[config.mk]
export PLATFORM = sky130hd
export DESIGN_NAME = bus_master
export DESIGN_NICKNAME = d
export VERILOG_FILES = /design/src/rtl/bus_master.sv
export SDC_FILE = /design/constraint.sdc
export NUM_CORES = 1
export LEC_CHECK = 0
export BUFFER_PORTS_ARGS = -buffer_cell sky130_fd_sc_hd__buf_2
export CORE_ASPECT_RATIO = 2
export CORE_MARGIN = 2
export CORE_UTILIZATION = 50
export DETAILED_ROUTE_END_ITERATION = 10
export PLACE_DENSITY = 0.76
export SYNTH_ARGS = -nofsm -noshare
export SYNTH_HDL_FRONTEND = slang
export SYNTH_SLANG_ARGS = --single-unit
[constraint.sdc]
create_clock -name clk -period 5.43 [get_ports clk]
set_input_delay 0.543 -clock clk [delete_from_list [all_inputs] [get_ports clk]]
set_output_delay 0.543 -clock clk [all_outputs]
set_load 0.01 [all_outputs]
[src/rtl/bus_master.sv]
// rtl/bus_master.sv - front-panel bus master that borrows the halted 6502 bus for single RAM accesses.
// Phase timing: GRANT 4, SETUP 3, STROBE 12, HOLD 3, LINGER up to 8, RELEASE 4 clk cycles.
module bus_master (
    input  logic        clk,
    input  logic        rst_p,
    input  logic        cpu_stopped,
    input  logic        req,
    input  logic        we,
    input  logic [15:0] addr,
    input  logic [7:0]  wdata,
    input  logic [7:0]  din,
    output logic        busy,
    output logic        ack,
    output logic        rej,
    output logic [7:0]  rdata,
    output logic        bus_drive_n,
    output logic [15:0] a_out,
    output logic [7:0]  d_out,
    output logic        d_oe,
    output logic        rw_out,
    output logic        ram_cs_n
);

    typedef enum logic [2:0] {
        S_IDLE,
        S_GRANT,
        S_SETUP,
        S_STROBE,
        S_HOLD,
        S_LINGER,
        S_RELEASE
    } state_e;

    localparam logic [3:0] GRANT_LAST   = 4'd3;
    localparam logic [3:0] SETUP_LAST   = 4'd2;
    localparam logic [3:0] STROBE_LAST  = 4'd11;
    localparam logic [3:0] HOLD_LAST    = 4'd2;
    localparam logic [3:0] LINGER_LAST  = 4'd7;
    localparam logic [3:0] RELEASE_LAST = 4'd3;

    state_e      state_q, state_d;
    logic [3:0]  cnt_q, cnt_d;
    logic [15:0] addr_q, addr_d;
    logic        we_q, we_d;
    logic [7:0]  wdata_q, wdata_d;
    logic        accept;
    logic        xfer_d;

    logic        busy_q;
    logic        ack_q;
    logic        rej_q;
    logic [7:0]  rdata_q;
    logic        bus_drive_n_q;
    logic [15:0] a_out_q;
    logic [7:0]  d_out_q;
    logic        d_oe_q;
    logic        rw_out_q;
    logic        ram_cs_n_q;

    always_comb begin
        accept  = req & ~busy_q & cpu_stopped &
                  ((state_q == S_IDLE) | (state_q == S_LINGER));
        state_d = state_q;
        cnt_d   = cnt_q + 4'd1;
        addr_d  = accept ? addr  : addr_q;
        we_d    = accept ? we    : we_q;
        wdata_d = accept ? wdata : wdata_q;

        case (state_q)
            S_IDLE: begin
                cnt_d = '0;
                if (accept) begin
                    state_d = S_GRANT;
                end
            end
            S_GRANT: begin
                if (cnt_q == GRANT_LAST) begin
                    state_d = S_SETUP;
                    cnt_d   = '0;
                end
            end
            S_SETUP: begin
                if (cnt_q == SETUP_LAST) begin
                    state_d = S_STROBE;
                    cnt_d   = '0;
                end
            end
            S_STROBE: begin
                if (cnt_q == STROBE_LAST) begin
                    state_d = S_HOLD;
                    cnt_d   = '0;
                end
            end
            S_HOLD: begin
                // A stopped CPU that has resumed must get its bus back at once.
                if (cnt_q == HOLD_LAST) begin
                    state_d = cpu_stopped ? S_LINGER : S_RELEASE;
                    cnt_d   = '0;
                end
            end
            S_LINGER: begin
                if (accept) begin
                    state_d = S_SETUP;
                    cnt_d   = '0;
                end else if (!cpu_stopped || cnt_q == LINGER_LAST) begin
                    state_d = S_RELEASE;
                    cnt_d   = '0;
                end
            end
            S_RELEASE: begin
                if (cnt_q == RELEASE_LAST) begin
                    state_d = S_IDLE;
                    cnt_d   = '0;
                end
            end
            default: begin
                state_d = S_IDLE;
                cnt_d   = '0;
            end
        endcase

        xfer_d = (state_d == S_SETUP) | (state_d == S_STROBE) | (state_d == S_HOLD);
    end

    // Outputs are registered from the next state so they line up with the state they describe.
    always_ff @(posedge clk) begin
        if (rst_p) begin
            state_q       <= S_IDLE;
            cnt_q         <= '0;
            addr_q        <= '0;
            we_q          <= 1'b0;
            wdata_q       <= '0;
            busy_q        <= 1'b0;
            ack_q         <= 1'b0;
            rej_q         <= 1'b0;
            rdata_q       <= '0;
            bus_drive_n_q <= 1'b1;
            a_out_q       <= '0;
            d_out_q       <= '0;
            d_oe_q        <= 1'b0;
            rw_out_q      <= 1'b1;
            ram_cs_n_q    <= 1'b1;
        end else begin
            state_q       <= state_d;
            cnt_q         <= cnt_d;
            addr_q        <= addr_d;
            we_q          <= we_d;
            wdata_q       <= wdata_d;
            busy_q        <= !((state_d == S_IDLE) || (state_d == S_LINGER));
            ack_q         <= (state_d == S_HOLD) && (cnt_d == HOLD_LAST);
            rej_q         <= req & ~busy_q & ~cpu_stopped;
            if (state_q == S_STROBE && cnt_q == STROBE_LAST && !we_q) begin
                rdata_q <= din;
            end
            bus_drive_n_q <= (state_d == S_IDLE) || (state_d == S_RELEASE);
            a_out_q       <= ((state_d == S_IDLE) || (state_d == S_RELEASE)) ? 16'h0000 : addr_d;
            d_oe_q        <= xfer_d & we_d;
            d_out_q       <= (xfer_d & we_d) ? wdata_d : 8'h00;
            rw_out_q      <= xfer_d ? ~we_d : 1'b1;
            ram_cs_n_q    <= (state_d != S_STROBE);
        end
    end

    assign busy        = busy_q;
    assign ack         = ack_q;
    assign rej         = rej_q;
    assign rdata       = rdata_q;
    assign bus_drive_n = bus_drive_n_q;
    assign a_out       = a_out_q;
    assign d_out       = d_out_q;
    assign d_oe        = d_oe_q;
    assign rw_out      = rw_out_q;
    assign ram_cs_n    = ram_cs_n_q;

endmodule
==> results.md <==
* GRT overflow at 0
* # rows at 38
* CP Capture Type: flip-flop
* CP delay by family, top: simple AND/OR/NAND/NOR gates
* P_leak at roughly 1.5 nW
* TritonCTS clock tree: yes
* CP required at 5.68 ns
* Critical-path cell list: nand2b_1, or4_1, buf_4, mux2i_1, a21bo_1
* CP Launch Type: flip-flop
* Power share of the clock group at roughly 44%
* Via count at ~2000
* Synth area leader: dfxtp_1
* Pre-CTS setup slack at roughly 2.8 ns
* Sum of buffers and inverters on the critical path at 1
* Crit-path max cell delay at about 0.63 ns
* Hold path depth at 2
* Initial antenna violation count at 0
* Async set or reset register ratio after synthesis at 0%
* Vias per inst at approximately 5.3
* Antenna diode count at 0
* Die ar. at ~6200 sq um
* Relative slew slack at a little under a third
* Hold-fix buffers, CTS at 0
* Cell Pwr Density at between 300 and 400 nW/um^2
* Post-Syn Area at between 2000 and 3000 sq um
* Syn_nets at about 300
* H-tree Lvls at 3
* Unrepaired setup endpoints after global routing: false
* Predominant post-synthesis flop cell: dfxtp_1
* Met2 wire len at between 3 and 4 mm
* First-pass GRT wire length at approximately 8.9 mm
* DRT iter0 DRCs at slightly below 60
* Clk_skew at about 0.0067 ns
* Switching pwr at approximately 0.00025 W
* Layout Area Growth over Synthesis at 20.6%
* Commonest non-fill, non-tap cell in the layout: buf_2
* DP Cell Count at 376
* CP Class: flip-flop to flip-flop
* EDFF count, synth at 0
* Ys Warns at 0
* Total wire length at 5.57 mm
* Pre-Repair DR Iteration Count at 4
* Synth unique cells at 42
* Flop2flop setup slack at 2.87 ns
* Max_cap viols at 0
* Internal power at ~0.00088 W
* Clock Root Buffer: clkbuf_8
* Vias in the first global route at 2011
* Worst-path clk slew at roughly 0.07 ns
* Core Area at between 5000 and 6000 sq um
* Clock Sinks at a little over 70
* Fin nets at about 370
* Cell Count, Final, Fillers Out at roughly 400
* Synth top area share at between 50% and 60%
* Largest net degree at the start of global routing at 56
* Syn Inst Count at between 200 and 300
* Tot GR Track Use at between 10% and 20%
* Starting Density at 51.7%
* Switching Share at 22.0%
* ANT nets after route at 0
* Setup bufs post-CTS at 0
* Tmin final at 2.56 ns
* Slew @ Worst Pin at approximately 1.0 ns
* Final Hold Fails at 0
* Met1 WL at 2.08 mm
* Hold Slack at ~0.41 ns
* Hold WC Path Type: input pin to flip-flop
* Worst-case clock buffer depth at 2
* IO Pins at 76
* Yosys reg bits at 71
* Top Metal Used: met4
* Die height at about 110 microns
* Outcome: finished clean
* DP HPWL at slightly below 4 mm
* Die Width at 56.7 microns
* Clk Latency, worst-skew pair at roughly 0.35 ns
* Max-slew violations at 0
* Hold endpoint: rej
* Final Cycle Share at between 40 and 50%
* Leading cell types in the layout, fill and taps excluded: 75 x buf_2, 71 x dfxtp_1, 41 x nor2_1
* Seq pwr share at slightly below 50%
* HP Start: cpu_stopped
* Peak supply drop at around 230 uV
* Setup TNS at 0 ns
* Drt wl/cell at between 10 and 15 microns
* # DRC at 0
* Buffers on Ports at 75
* Reg2reg path depth at 5
* Clock buffer count from CTS at 9
* Final setup violation count at 0
* Critical Path AT at around 2.8 ns
* Overall Power at approximately 0.0011 W
* Crit Reg-Reg Startpoint: state_q[1]
* RR Endpoint: rw_out
* Seq/Total Area, Yosys at roughly half
* Synth area leaders: dfxtp_1 51%, mux2i_1 12%, nor2_1 5.7%, nor4_2 5.0%, nand2b_1 3.6%
* Placer Congestion at 0.802
* Share of layout cells above drive strength 1 at 32.8%
* Max Clock Freq at ~390 MHz
* Highest-delay cell along the critical path: mux2i_1
* FILL cells at between 400 and 500
* Syn Area/Cell at 10.7 sq um
* Gates resized, CTS repair at 0
* Met3 routed WL at 276 microns
* Crit path max fanout at 25
* Final WS setup at 2.87 ns
* Combinational share of power at between 7 and 8%
-- registers in the layout (all words and copies together), names as in the netlist --
register and cells:
a_out 16, addr_q 16, d_out 8, rdata 8, wdata_q 8, cnt_q 4
state_q 3, ack 1, bus_drive_n 1, busy 1, d_oe 1, ram_cs_n 1
rej 1, rw_out 1, we_q 1
-- stage by stage --
stage	util, %	instance area (sq um)
3_5_place_dp	58.0	3120
3_3_place_gp	58.0	3120
6_report	62.4	3350
4_1_cts	62.4	3350
5_1_grt	62.4	3350
2_1_floorplan	-	2780
-- cells by family after synthesis --
kind of cell             share of synthesized area (%)
AND/OR/NAND/NOR                                   23.1
flip-flops                                        51.1
buffers and inverters                             4.73
AO/OA/AOI/OAI                                     6.26
multiplexers                                      12.2
XOR/XNOR                                          1.58
adder cells (fa/ha/maj)                          0.900
-- per-layer routing --
metal	vias to the layer above	global-route usage, %
met5	-	0
met4	0	11.4
met3	13	6.59
met2	55	35.0
met1	958	18.1
li1	1034	-
-- final cells by class --
class	count	area (sq um)	share of cell area (%)
Timing Repair Buffer	76	383	11.4
Tap cell	60	75.1	2.24
Inverter	2	7.51	0.224
Multi-Input combinational cell	167	1230	36.7
Sequential cell	71	1420	42.4
Clock buffer	10	128	3.81
Clock inverter	6	109	3.25
-- worst register-to-register path: stages, from the launching register on --
cell and delay (ns):
dfxtp_1 0.45, nand2b_1 0.27, or4_1 0.54, buf_4 0.27, mux2i_1 0.65, a21bo_1 0.28
-- cells in the mapped netlist, drive strengths merged (2+ instances only) --
cell and number:
ha 2, nor2b 4, nand3b 3, xor2 2, xnor2 3, nor4 20
nand2 6, inv 2, buf 13, a21oi 12, nand2b 16, mux2i 34
nor2 42, and3 3, nor3 2, dfxtp 71, clkbuf 7
-- worst max path at each step --
stage	startpoint	end	slack [ns]	depth (start not counted)
4_1_cts	state_q[1]	rw_out	2.87	5
3_5_place_dp	cpu_stopped	rw_out	2.81	6
5_1_grt	state_q[1]	d_out[4]	2.69	6
2_1_floorplan	cpu_stopped	a_out[14]	3.43	6
6_report	state_q[1]	rw_out	2.87	5
3_3_place_gp	cpu_stopped	rw_out	2.85	6
-- power by group through the flow --
| stage | combinational, W | sequential [W] | clock, W |
|---|---|---|---|
| 2_1_floorplan | 0.0000630 | 0.000555 | 0 |
| 3_3_place_gp | 0.0000833 | 0.000555 | 0 |
| 3_5_place_dp | 0.0000851 | 0.000555 | 0 |
| 4_1_cts | 0.0000854 | 0.000543 | 0.000510 |
| 5_1_grt | 0.0000930 | 0.000544 | 0.000530 |
| 6_report | 0.0000841 | 0.000543 | 0.000497 |
No activity file was read; power rests on OpenSTA's default activity.
